[src/rtl/accel_mul_scheduler.sv]
// Two-requester round-robin front end sharing one sequential shift-add multiplier.
// Optional macro ACCEL_MUL_EARLY_EXIT_EN ends MUL once no multiplier bits remain.
module accel_mul_scheduler #(
    parameter int WIDTH = 16
) (
    input  logic             clk,
    input  logic             wb_rst_i,
    input  logic             req0_valid,
    input  logic [WIDTH-1:0] req0_a,
    input  logic [WIDTH-1:0] req0_b,
    output logic             req0_ready,
    input  logic             req1_valid,
    input  logic [WIDTH-1:0] req1_a,
    input  logic [WIDTH-1:0] req1_b,
    output logic             req1_ready,
    output logic             resp0_valid,
    output logic             resp1_valid,
    output logic [WIDTH-1:0] resp_result,
    output logic             resp_overflow,
    output logic             busy,
    output logic             grant_id
);
    localparam int CW = (WIDTH > 1) ? $clog2(WIDTH) : 1;

    typedef enum logic [1:0] {S_IDLE, S_MUL, S_DONE} state_t;

    state_t             state_q, state_d;
    logic               last_grant_q, last_grant_d;
    logic               grant_q, grant_d;
    logic [2*WIDTH-1:0] a_q, a_d, acc_q, acc_d;
    logic [WIDTH-1:0]   b_q, b_d, result_q, result_d;
    logic [CW-1:0]      cnt_q, cnt_d;
    logic               ovf_q, ovf_d;
    logic               r0v_q, r0v_d, r1v_q, r1v_d;
    logic               rdy0, rdy1, accept, mul_last;
    logic [WIDTH-1:0]   sel_a, sel_b;

    // On a tie the requester that did not win last time is readied.
    assign rdy0   = (state_q == S_IDLE) && req0_valid && (!req1_valid || last_grant_q);
    assign rdy1   = (state_q == S_IDLE) && req1_valid && (!req0_valid || !last_grant_q);
    assign accept = rdy0 || rdy1;
    assign sel_a  = rdy1 ? req1_a : req0_a;
    assign sel_b  = rdy1 ? req1_b : req0_b;

`ifdef ACCEL_MUL_EARLY_EXIT_EN
    assign mul_last = (cnt_q == CW'(WIDTH-1)) || (b_q[WIDTH-1:1] == '0);
`else
    assign mul_last = (cnt_q == CW'(WIDTH-1));
`endif

    always_ff @(posedge clk or posedge wb_rst_i) begin
        if (wb_rst_i) begin
            state_q      <= S_IDLE;
            last_grant_q <= 1'b1;
            grant_q      <= 1'b0;
            a_q          <= '0;
            b_q          <= '0;
            acc_q        <= '0;
            cnt_q        <= '0;
            result_q     <= '0;
            ovf_q        <= 1'b0;
            r0v_q        <= 1'b0;
            r1v_q        <= 1'b0;
        end else begin
            state_q      <= state_d;
            last_grant_q <= last_grant_d;
            grant_q      <= grant_d;
            a_q          <= a_d;
            b_q          <= b_d;
            acc_q        <= acc_d;
            cnt_q        <= cnt_d;
            result_q     <= result_d;
            ovf_q        <= ovf_d;
            r0v_q        <= r0v_d;
            r1v_q        <= r1v_d;
        end
    end

    always_comb begin
        state_d = state_q;
        case (state_q)
            S_IDLE: begin
                if (accept) begin
`ifdef ACCEL_MUL_EARLY_EXIT_EN
                    state_d = (sel_b == '0) ? S_DONE : S_MUL;
`else
                    state_d = S_MUL;
`endif
                end
            end
            S_MUL:   if (mul_last) state_d = S_DONE;
            S_DONE:  state_d = S_IDLE;
            default: state_d = S_IDLE;
        endcase
    end

    always_comb begin
        last_grant_d = last_grant_q;
        grant_d      = grant_q;
        a_d          = a_q;
        b_d          = b_q;
        acc_d        = acc_q;
        cnt_d        = cnt_q;
        result_d     = result_q;
        ovf_d        = ovf_q;
        r0v_d        = 1'b0;
        r1v_d        = 1'b0;
        case (state_q)
            S_IDLE: begin
                if (accept) begin
                    a_d          = {{WIDTH{1'b0}}, sel_a};
                    b_d          = sel_b;
                    grant_d      = rdy1;
                    last_grant_d = rdy1;
                    acc_d        = '0;
                    cnt_d        = '0;
                end
            end
            S_MUL: begin
                // a_q carries a << i, so each step adds the shifted multiplicand.
                acc_d = acc_q + (b_q[0] ? a_q : '0);
                a_d   = a_q << 1;
                b_d   = b_q >> 1;
                cnt_d = cnt_q + CW'(1);
            end
            S_DONE: begin
                result_d = acc_q[WIDTH-1:0];
                ovf_d    = |acc_q[2*WIDTH-1:WIDTH];
                r0v_d    = !grant_q;
                r1v_d    = grant_q;
            end
            default: ;
        endcase
    end

    assign req0_ready    = rdy0;
    assign req1_ready    = rdy1;
    assign resp0_valid   = r0v_q;
    assign resp1_valid   = r1v_q;
    assign resp_result   = result_q;
    assign resp_overflow = ovf_q;
    assign busy          = (state_q == S_MUL) || (state_q == S_DONE);
    assign grant_id      = grant_q;
endmodule

[config.mk]
export PLATFORM = sky130hd
export DESIGN_NAME = accel_mul_scheduler
export DESIGN_NICKNAME = d
export VERILOG_FILES = /design/src/rtl/accel_mul_scheduler.sv
export SDC_FILE = /design/constraint.sdc
export NUM_CORES = 1
export LEC_CHECK = 0
export CAP_MARGIN = 15
export CORE_AREA = 5 5 133 135
export DETAILED_ROUTE_END_ITERATION = 10
export DIE_AREA = 0 0 138 140
export SLEW_MARGIN = 20
export SYNTH_ARGS = -nofsm -noshare
export SYNTH_HDL_FRONTEND = slang
export SYNTH_SLANG_ARGS = --single-unit
[constraint.sdc]
create_clock -name clk -period 3.4 [get_ports clk]
set_input_delay 0.68 -clock clk [delete_from_list [all_inputs] [get_ports clk]]
set_output_delay 0.68 -clock clk [all_outputs]
set_load 0.02 [all_outputs]
==> run metrics, run 1 <==
outcome finished clean; root buffer cell clkbuf_16; First-pass DRT Iterations 5; Crit path buffers/inverters 1; Vias/cell 5.24; share of the synthesized area in the top cell type 0.416; vias in the first global route 5256; Total Routing Usage GR 0.166; CP cell instances buf_4 > and2_1 > ha_1 > a21oi_1 > o2111ai_1 > a31oi_1 > o221ai_2 > nand3_1 > o2111ai_2 > xor2_1 > or3_1 > o21ai_0; pin count of the biggest net entering global routing 42; Reg2Reg Depth 12; initial antenna violation count 0; largest cells by area after synthesis dfrtp_1 42%, nand2_1 8.9%, a21oi_1 7.4%; Leak 3.49 nW; count of pins over their slew limit 0; global-route wire length before repair 27.0 mm; xor and xnor area share after synthesis 0.0398; post-synthesis cell type count 53; Avg WL per Cell 15.3 um; worst slew pin tran 1.04 ns; layout net count 909; Overflow after GRT 0; RSZ-0062 raised after global routing no; Hold Vio Cnt, Final 0; Critical Path Fanout Max 20; CP peak stage delay 0.51 ns; Post-Syn Area 0.00638 mm^2; period utilization 0.916; largest area contributor in the netlist dfrtp_1; Worst VDD drop 0.000393 V; die width 138 um; sequential share of the synthesized area 0.420; Simple-Gate Fraction of Synth Area 0.168; largest family of logic cells by synthesized area compound AO/OA/AOI/OAI gates; Worst Hold Margin 0.485 ns; Slew HR 0.304; CP arrival 3.39 ns; Die Span Y 140 um; detailed placement HPWL 11.8 mm; Reg clk slew, reported paths 0.07 ns; critical path depth 12; setup violators final 0; Top FF cell, synth dfrtp_1; register bit count reported by yosys 107; Synth Warn # 0; mean area per synthesized cell 8.70 um^2; Synth-to-Final Area Change 23.2%; max frequency 321 MHz; async set-or-reset flop fraction in the synthesized netlist 1.00; worst hold path type reg -> reg; CP startpoint kind flop; post-cts sizing count 0; share of cells above drive strength 1 0.0828; DRC viols 0; Post-synth EDFFs 0; Setup Crit Path Kind reg -> reg; Initial Util 0.390; Mapped Nets 839; Post-Synth Adder-Cell Area 0.0737; Port Buffers 90; DR vias 5387; ant diodes 0; routability congestion estimate 0.841; Fin Setup TNS 0 ns; commonest non-fill, non-tap cells in the layout 152 x nand2_1, 105 x dfrtp_1, 94 x a21oi_1, 90 x clkdlybuf4s50_1, 84 x o21ai_0; worst-case clock buffer depth 2; CTS buffer count 9; post-synthesis mux area share 0.0347; Die ar. 0.0193 mm^2; First DRT Iteration DRCs 302; reg-to-reg startpoint b_q[0]$_DFFE_PP0P_; Post-CTS Setup Inserts 0; Pwr Density 655 mW/mm^2; cell count after synthesis 734; CTS tree built; worst r2r dst acc_q[31]$_DFFE_PP0P_; WL final 15.8 mm; CP delay by family, top compound AO/OA/AOI/OAI gates; number of I/O pins 91; Clock Sinks 107; reg2reg setup slack 0.29 ns; end of the critical path acc_q[31]$_DFFE_PP0P_; worst skew pair latency 0.35 ns; CP max stage cell dfrtp_2; H-tree depth 3; most common cell after layout, fill and taps aside nand2_1; fin crit period 3.11 ns; Detail Route Antenna Nets 0; clk_skew 0.00624 ns; area of the core 0.0163 mm^2; CP Data Required Time 3.67 ns; Synth Area in Compound Gates 0.225; worst setup path startpoint b_q[0]$_DFFE_PP0P_; num rows 47; Max Cap Viol 0; cts hold-fix bufs 0; CP Capture Type flop
## Yosys cell counts (3+ instances only)
| cell type | n |
|---|---|
| a21o_1 | 8 |
| a21oi_1 | 94 |
| a21oi_2 | 4 |
| a22o_1 | 21 |
| a31oi_1 | 4 |
| and2_1 | 33 |
| buf_1 | 9 |
| buf_2 | 3 |
| clkbuf_1 | 31 |
| dfrtp_1 | 106 |
| ha_1 | 36 |
| inv_1 | 19 |
| mux2_2 | 17 |
| mux2i_1 | 3 |
| nand2_1 | 152 |
| nand3_1 | 12 |
| nand4_1 | 6 |
| nor2_1 | 14 |
| nor2b_1 | 3 |
| nor4_1 | 4 |
| o21a_1 | 3 |
| o21ai_0 | 84 |
| o21ai_1 | 4 |
| o21bai_1 | 3 |
| xnor2_1 | 15 |
| xor2_1 | 14 |
## area by class of cell
type / count / area, um^2
clock inverter: 3 / 28.8
tap: 220 / 275
multi-input combinational: 564 / 3470
timing repair buffer: 103 / 1060
inverter: 19 / 75.1
sequential: 107 / 2680
fill: 1569 / 8480
clock buffer: 13 / 280
## layer usage
| metal | part of all wire | track usage |
|---|---|---|
| met4 | 0.015 | 0.0515 |
| met5 | 0 | 0 |
| met3 | 0.044 | 0.0314 |
| met1 | 0.50 | 0.243 |
| met2 | 0.44 | 0.249 |
## flip-flops by register name, summed over array words and instances, names as in the netlist
| register | cells |
|---|---|
| last_grant_q | 1 |
| cnt_q | 4 |
| b_q | 16 |
| resp1_valid | 1 |
| state_q | 2 |
| grant_id | 1 |
| resp0_valid | 1 |
| resp_overflow | 1 |
| acc_q | 32 |
| a_q | 32 |
| resp_result | 16 |
## power by group
| part | total, W | internal [W] | leakage, nW | switching (W) |
|---|---|---|---|---|
| combinational | 0.00218 | 0.000857 | 1.91 | 0.00132 |
| sequential | 0.00191 | 0.00162 | 1.43 | 0.000284 |
| clock | 0.00106 | 0.000586 | 0.154 | 0.000479 |
| total | 0.00515 | 0.00307 | 3.49 | 0.00208 |
## worst min path at each step
stage / cells after the start / to / slack [ns] / start
floorplan: 2 / b_q[15]$_DFFE_PP0P_ / 0.45 / b_q[15]$_DFFE_PP0P_
global placement: 2 / b_q[6]$_DFFE_PP0P_ / 0.47 / b_q[6]$_DFFE_PP0P_
detailed placement: 2 / b_q[15]$_DFFE_PP0P_ / 0.48 / b_q[15]$_DFFE_PP0P_
CTS: 2 / b_q[14]$_DFFE_PP0P_ / 0.49 / b_q[14]$_DFFE_PP0P_
global route: 2 / b_q[2]$_DFFE_PP0P_ / 0.51 / b_q[2]$_DFFE_PP0P_
finish: 2 / b_q[5]$_DFFE_PP0P_ / 0.49 / b_q[5]$_DFFE_PP0P_
## through the flow
stage               instances  power [W]  area [um^2]  setup slack (ns)  utilization
finish                   1029    0.00515         7860             0.286        0.481
global route             1029    0.00556         7860            0.0110        0.481
CTS                      1029    0.00520         7860             0.199        0.481
detailed placement       1013    0.00411         7550             0.237        0.462
global placement         1012    0.00400         7530             0.333        0.460
floorplan                 734    0.00339         6390             0.653            -
## cell families (layout without fill, tap and decap cells)
logic type / Yosys count / after routing
muxes: 20 / 20
buffers and inverters: 63 / 138
xor gates and xnor gates: 29 / 29
AOI/OAI and AO/OA: 241 / 241
DFF: 107 / 107
adders and majority gates: 37 / 37
and+or+nand+nor: 237 / 237
## worst min-delay path, cell delays in order (launching register included)
cell and delay (ns):
dfrtp_1 0.34, nand2_1 0.04, o21ai_0 0.06
Note: power is estimated with default switching activity, not from simulation.
==> inputs of run 2 (changes only) <==
- SETUP_SLACK_MARGIN: default -> 0.4
==> run metrics, run 2 (synthesized netlist as in run 1, its figures left out) <==
outcome finished clean; Reg2Reg Depth 12 (unchanged); Avg WL per Cell 15.9 um (+3.6%); cts hold-fix bufs 0 (unchanged); clock group share of total power 0.200 (-0.007); combinational fraction of design power 0.442 (+0.019); Port Buffers 90 (unchanged); Fill cells 1519 (-3.2%); Initial Util 0.390 (unchanged); Critical Path Fanout Max 7 (-65%); commonest non-fill, non-tap cells in the layout 151 x nand2_1, 105 x dfrtp_1, 90 x clkdlybuf4s50_1, 88 x a21oi_1, 77 x o21ai_0; Total Routing Usage GR 0.169 (+0.00341); DR vias 5472 (+1.6%); worst slew pin tran 1.05 ns (+0.00575 ns); Synth-to-Final Area Change 28.8%; Internal 0.00317 W (+3.4%); WL final 16.6 mm (+5.1%); Leak 3.57 nW (+2.4%); fin crit period 2.94 ns (-0.176 ns); period utilization 0.864 (-0.0517); met2 usage 0.256 (+0.00719); area of the core 0.0163 mm^2 (unchanged); Die Span Y 140 um (unchanged); worst-case clock buffer depth 2 (unchanged); CP Capture Type flop; CP Data Required Time 3.68 ns (about the same); global-route wire length before repair 27.5 mm (+1.9%); Overflow after GRT 0 (unchanged); root buffer cell clkbuf_16; Clock Sinks 107 (unchanged); clk_skew 0.00844 ns (+0.00220 ns); most common cell after layout, fill and taps aside nand2_1; CTS tree built; Hold Vio Cnt, Final 0 (unchanged); Detail Route Antenna Nets 0 (unchanged); First-pass DRT Iterations 4 (-1); CP peak stage delay 0.48 ns (-0.03 ns); Reg clk slew, reported paths 0.07 ns (about the same); P_sw 0.00217 W (+4.2%); Die ar. 0.0193 mm^2 (unchanged); GRT Max-Usage Layer met2; ant diodes 0 (unchanged); RSZ-0062 raised after global routing yes; Worst VDD drop 0.000400 V (+1.8%); die width 138 um (unchanged); DRC viols 0 (unchanged); worst hold path type reg -> reg; CP delay by family, top compound AO/OA/AOI/OAI gates; vias in the first global route 5371 (+2.2%); layout net count 924 (+1.7%); Fin Setup TNS 0 ns (unchanged); setup violators final 0 (unchanged); sequential power share 0.358 (-0.012); max frequency 340 MHz (+6.0%); H-tree depth 3 (unchanged); share of cells above drive strength 1 0.143 (+0.0604); Vias/cell 5.24 (+0.12%); num rows 47 (unchanged); GR Layer Usage met1 0.247 (+0.00301); First DRT Iteration DRCs 367 (+22%); Net Sw Frac 0.407 (+0.00198); biggest regs a_q x32, acc_q x32; WHS Path Cells 2 (unchanged); CP cell instances buf_6 > and2_4 > ha_4 > a21oi_4 > nand2_1 > a21o_1 > o21a_4 > o311ai_4 > o2111ai_2 > xor2_1 > or3_1 > o21ai_1; Pwr Density 650 mW/mm^2 (-0.79%); critical path depth 12 (unchanged); Slew HR 0.300 (-0.00383); Crit path buffers/inverters 1 (unchanged); count of pins over their slew limit 0 (unchanged); grt met3 use 0.0324 (+0.00102); pin count of the biggest net entering global routing 42 (unchanged); initial antenna violation count 0 (unchanged); CP arrival 3.22 ns (-0.17 ns); Final Util 0.503 (+0.0218); CP startpoint kind flop; CP max stage cell dfrtp_2; worst skew pair latency 0.35 ns (about the same); number of I/O pins 91 (unchanged); CTS buffer count 9 (unchanged); Setup Crit Path Kind reg -> reg; Max Cap Viol 0 (unchanged); routability congestion estimate 0.841 (unchanged); detailed placement HPWL 11.8 mm (unchanged)
-- run 2: changes by cell type in the layout (fill, tap and decap cells not counted), moves of 3 or more --
cell and delta:
a21oi_1 -6, ha_1 -14, buf_4 +12, o21ai_1 +4, ha_2 +9, a21oi_2 +4, buf_6 +3, o21ai_0 -7
ha_4 +5
-- run 2: worst paths after layout --
kind | slack (ns) | from | to
hold / removal | 0.49 | b_q[5]$_DFFE_PP0P_ | b_q[5]$_DFFE_PP0P_
min in group asynchronous | 0.81 | wb_rst_i | resp_result[4]$_DFFE_PP0N_
setup reg to reg | 0.46 | b_q[0]$_DFFE_PP0P_ | acc_q[31]$_DFFE_PP0P_
hold reg to reg | 0.49 | b_q[5]$_DFFE_PP0P_ | b_q[5]$_DFFE_PP0P_
setup / recovery | 0.46 | b_q[0]$_DFFE_PP0P_ | acc_q[31]$_DFFE_PP0P_
max in group asynchronous | 1.93 | wb_rst_i | acc_q[28]$_DFFE_PP0P_
-- run 2: area by class of cell --
class                      count  area (um^2)  share of cell area
tap                          220          275              0.0335
multi-input combinational    564         3700               0.450
timing repair buffer         118         1180               0.144
inverter                      19         75.1             0.00913
sequential                   107         2680               0.326
clock inverter                 3         28.8             0.00350
clock buffer                  13          280              0.0341
-- run 2: power groups by stage --
stage | combinational (W) | sequential (W) | clock [W]
5_1_grt | 0.00264 | 0.00196 | 0.00115
3_5_place_dp | 0.00219 | 0.00192 | 0
4_1_cts | 0.00224 | 0.00190 | 0.00109
6_report | 0.00236 | 0.00191 | 0.00107
3_3_place_gp | 0.00208 | 0.00192 | 0
2_1_floorplan | 0.00155 | 0.00184 | 0
-- run 2: per-stage QoR --
stage	power, W	std cells	worst slack, ns	hold slack, ns	area (um^2)
after detailed placement	0.00411	1013	0.237	0.478	7550
after global placement	0.00400	1012	0.333	0.466	7530
after CTS	0.00524	1035	0.384	0.493	7970
after floorplan	0.00339	734	0.653	0.450	6390
after global routing	0.00574	1044	0.355	0.513	8220
final	0.00534	1044	0.461	0.485	8220
-- run 2: worst reg2reg max path: stages, from the launching register on --
cell	delay (ns)
dfrtp_2	0.48
buf_6	0.15
and2_4	0.14
ha_4	0.26
a21oi_4	0.16
nand2_1	0.07
a21o_1	0.22
o21a_4	0.25
o311ai_4	0.40
o2111ai_2	0.16
xor2_1	0.19
or3_1	0.31
o21ai_1	0.08
-- run 2: timing repair --
item                       CTS  global route
pin swaps                    4            17
setup endpoints to repair    9            15
gates resized for setup     13            45
setup buffers                6             9
-- run 2: layer usage --
layer / part of all wire / wire [um]
met5: 0 / 0
met4: 0.013 / 223
met3: 0.045 / 738
met2: 0.45 / 7410
met1: 0.49 / 8200
==> inputs of run 3 (changes only) <==
- SLEW_MARGIN: 20 -> default
==> run metrics, run 3 (synthesized netlist as in run 1, its figures left out) <==
outcome finished clean; total power 0.00518 W (-3.0%); CTS buffer count 9 (unchanged); reg2reg setup slack 0.41 ns (-0.05 ns); placed cell count 1012 (-0.099%); Total Routing Usage GR 0.163 (-0.00597); number of I/O pins 91 (unchanged); CP Capture Type flop; CP cell instances buf_4 > and2_1 > ha_1 > a21oi_1 > o21ai_2 > buf_4 > a2111oi_4 > nor4b_4 > buf_4 > o21ai_4 > o221ai_2 > a21oi_2 > xor2_1 > o21ai_1; DRC viols 0 (unchanged); CTS tree built; period utilization 0.879 (+0.0146); die width 138 um (unchanged); Die ar. 0.0193 mm^2 (unchanged); Reg clk slew, reported paths 0.07 ns (about the same); Die Span Y 140 um (unchanged); CP arrival 3.21 ns (about the same); Hold Startpoint b_q[14]$_DFFE_PP0P_; Port Buffers 90 (unchanged); Overflow after GRT 0 (unchanged); WL final 16.1 mm (-2.8%); CP delay by family, top compound AO/OA/AOI/OAI gates; most common cell after layout, fill and taps aside nand2_1; Avg WL per Cell 15.5 um (-2.2%); Synth-to-Final Area Change 26.0%; worst r2r dst acc_q[28]$_DFFE_PP0P_; Finished Layout Cells 1038 (-0.57%); Crit path buffers/inverters 3 (+2); vias in the first global route 5241 (-2.4%); area of the core 0.0163 mm^2 (unchanged); share of cells above drive strength 1 0.121 (-0.0222); final worst setup slack 0.412 ns (-0.0496 ns); Final Util 0.492 (-0.0110); Slew HR 0.286 (-0.0137); Detail Route Antenna Nets 0 (unchanged); Leak 3.52 nW (-1.6%); First DRT Iteration DRCs 394 (+7.4%); Seq. cell area 0.00268 mm^2 (unchanged); biggest regs a_q x32, acc_q x32; CP peak stage delay 0.46 ns (-0.02 ns); count of pins over their slew limit 0 (unchanged); worst slack, placed 0.258 ns (+0.0211 ns); multi-input logic area 0.00360 mm^2 (-2.6%); worst slew pin tran 1.07 ns (+0.0206 ns); reg-to-reg startpoint b_q[0]$_DFFE_PP0P_; worst-case clock buffer depth 2 (unchanged); Initial Util 0.390 (unchanged); critical path depth 14 (+2); worst hold path type reg -> reg; initial antenna violation count 0 (unchanged); First-pass DRT Iterations 5 (+1); pin count of the biggest net entering global routing 53 (+26%); CP Data Required Time 3.62 ns (-0.06 ns); commonest non-fill, non-tap cells in the layout 152 x nand2_1, 105 x dfrtp_1, 90 x a21oi_1, 90 x clkdlybuf4s50_1, 78 x o21ai_0; Hold Vio Cnt, Final 0 (unchanged); most used cell, CP buf_4; Vias/cell 5.21 (-0.58%); Hold EP b_q[14]$_DFFE_PP0P_; max frequency 335 MHz (-1.7%); Reg2Reg Depth 14 (+2); Critical Path Fanout Max 7 (unchanged); detailed placement HPWL 11.7 mm (-0.65%); Pwr Density 644 mW/mm^2 (-0.84%); WHS Path Cells 2 (unchanged); worst skew pair latency 0.36 ns (about the same); DR vias 5409 (-1.2%); Clock Sinks 107 (unchanged); root buffer cell clkbuf_16; layout net count 918 (-0.65%); ant diodes 0 (unchanged); Setup Crit Path Kind reg -> reg; RSZ-0062 raised after global routing yes; routability congestion estimate 0.841 (unchanged); num rows 47 (unchanged); setup violators final 0 (unchanged); Max Cap Viol 0 (unchanged); H-tree depth 3 (unchanged); Fill cells 1550 (+2.0%); fin crit period 2.99 ns (+0.0496 ns); global-route wire length before repair 26.6 mm (-3.4%); CP max stage cell dfrtp_2; clk_skew 0.00829 ns (-0.000155 ns); Worst VDD drop 0.000375 V (-6.3%); CP startpoint kind flop; Fin Setup TNS 0 ns (unchanged)
[run 3: worst max-delay path by stage]
stage / startpoint / end / slack, ns
5_1_grt: b_q[0]$_DFFE_PP0P_ / acc_q[28]$_DFFE_PP0P_ / 0.30
4_1_cts: b_q[0]$_DFFE_PP0P_ / acc_q[30]$_DFFE_PP0P_ / 0.38
3_3_place_gp: b_q[0]$_DFFE_PP0P_ / acc_q[30]$_DFFE_PP0P_ / 0.33
2_1_floorplan: b_q[0]$_DFFE_PP0P_ / acc_q[30]$_DFFE_PP0P_ / 0.65
6_report: b_q[0]$_DFFE_PP0P_ / acc_q[28]$_DFFE_PP0P_ / 0.41
3_5_place_dp: b_q[0]$_DFFE_PP0P_ / acc_q[31]$_DFFE_PP0P_ / 0.26
[run 3: cell type report]
class | count | share of cell area
multi-input combinational | 564 | 0.448
sequential | 107 | 0.333
timing repair buffer | 112 | 0.139
tap | 220 | 0.0342
clock buffer | 9 | 0.0280
inverter | 19 | 0.00934
clock inverter | 7 | 0.00809
[run 3: what timing repair did]
action / CTS / global route
resized for setup: 3 / 33
hold buffers: 0 / 0
pin swaps: 0 / 17
buffers inserted: 0 / 9
endpoints found under the setup margin: 8 / 12
[run 3: worst register-to-register path, cell delays in order (launching register included)]
cell and delay (ns):
dfrtp_2 0.46, buf_4 0.18, and2_1 0.15, ha_1 0.35
a21oi_1 0.30, o21ai_2 0.10, buf_4 0.15, a2111oi_4 0.25
nor4b_4 0.10, buf_4 0.16, o21ai_4 0.15, o221ai_2 0.13
a21oi_2 0.14, xor2_1 0.15, o21ai_1 0.07
[run 3: power breakdown]
| part | internal [W] | switching, W |
|---|---|---|
| Sequential | 0.00162 | 0.000277 |
| Clock | 0.000510 | 0.000512 |
| Combinational | 0.000898 | 0.00136 |
| Total | 0.00303 | 0.00215 |
[run 3: per-layer routing]
layer	wire, um	vias up	part of all wire	track usage
met2	7120	137	0.44	0.239
li1	-	2717	-	-
met3	773	22	0.048	0.0320
met4	331	0	0.021	0.0572
met1	7890	2533	0.49	0.241
met5	0	-	0	0
[run 3: through the flow]
| stage | hold slack, ns | cell area (um^2) |
|---|---|---|
| floorplan | 0.450 | 6390 |
| global placement | 0.466 | 7530 |
| detailed placement | 0.478 | 7530 |
| CTS | 0.495 | 7830 |
| global route | 0.512 | 8040 |
| finish | 0.489 | 8040 |
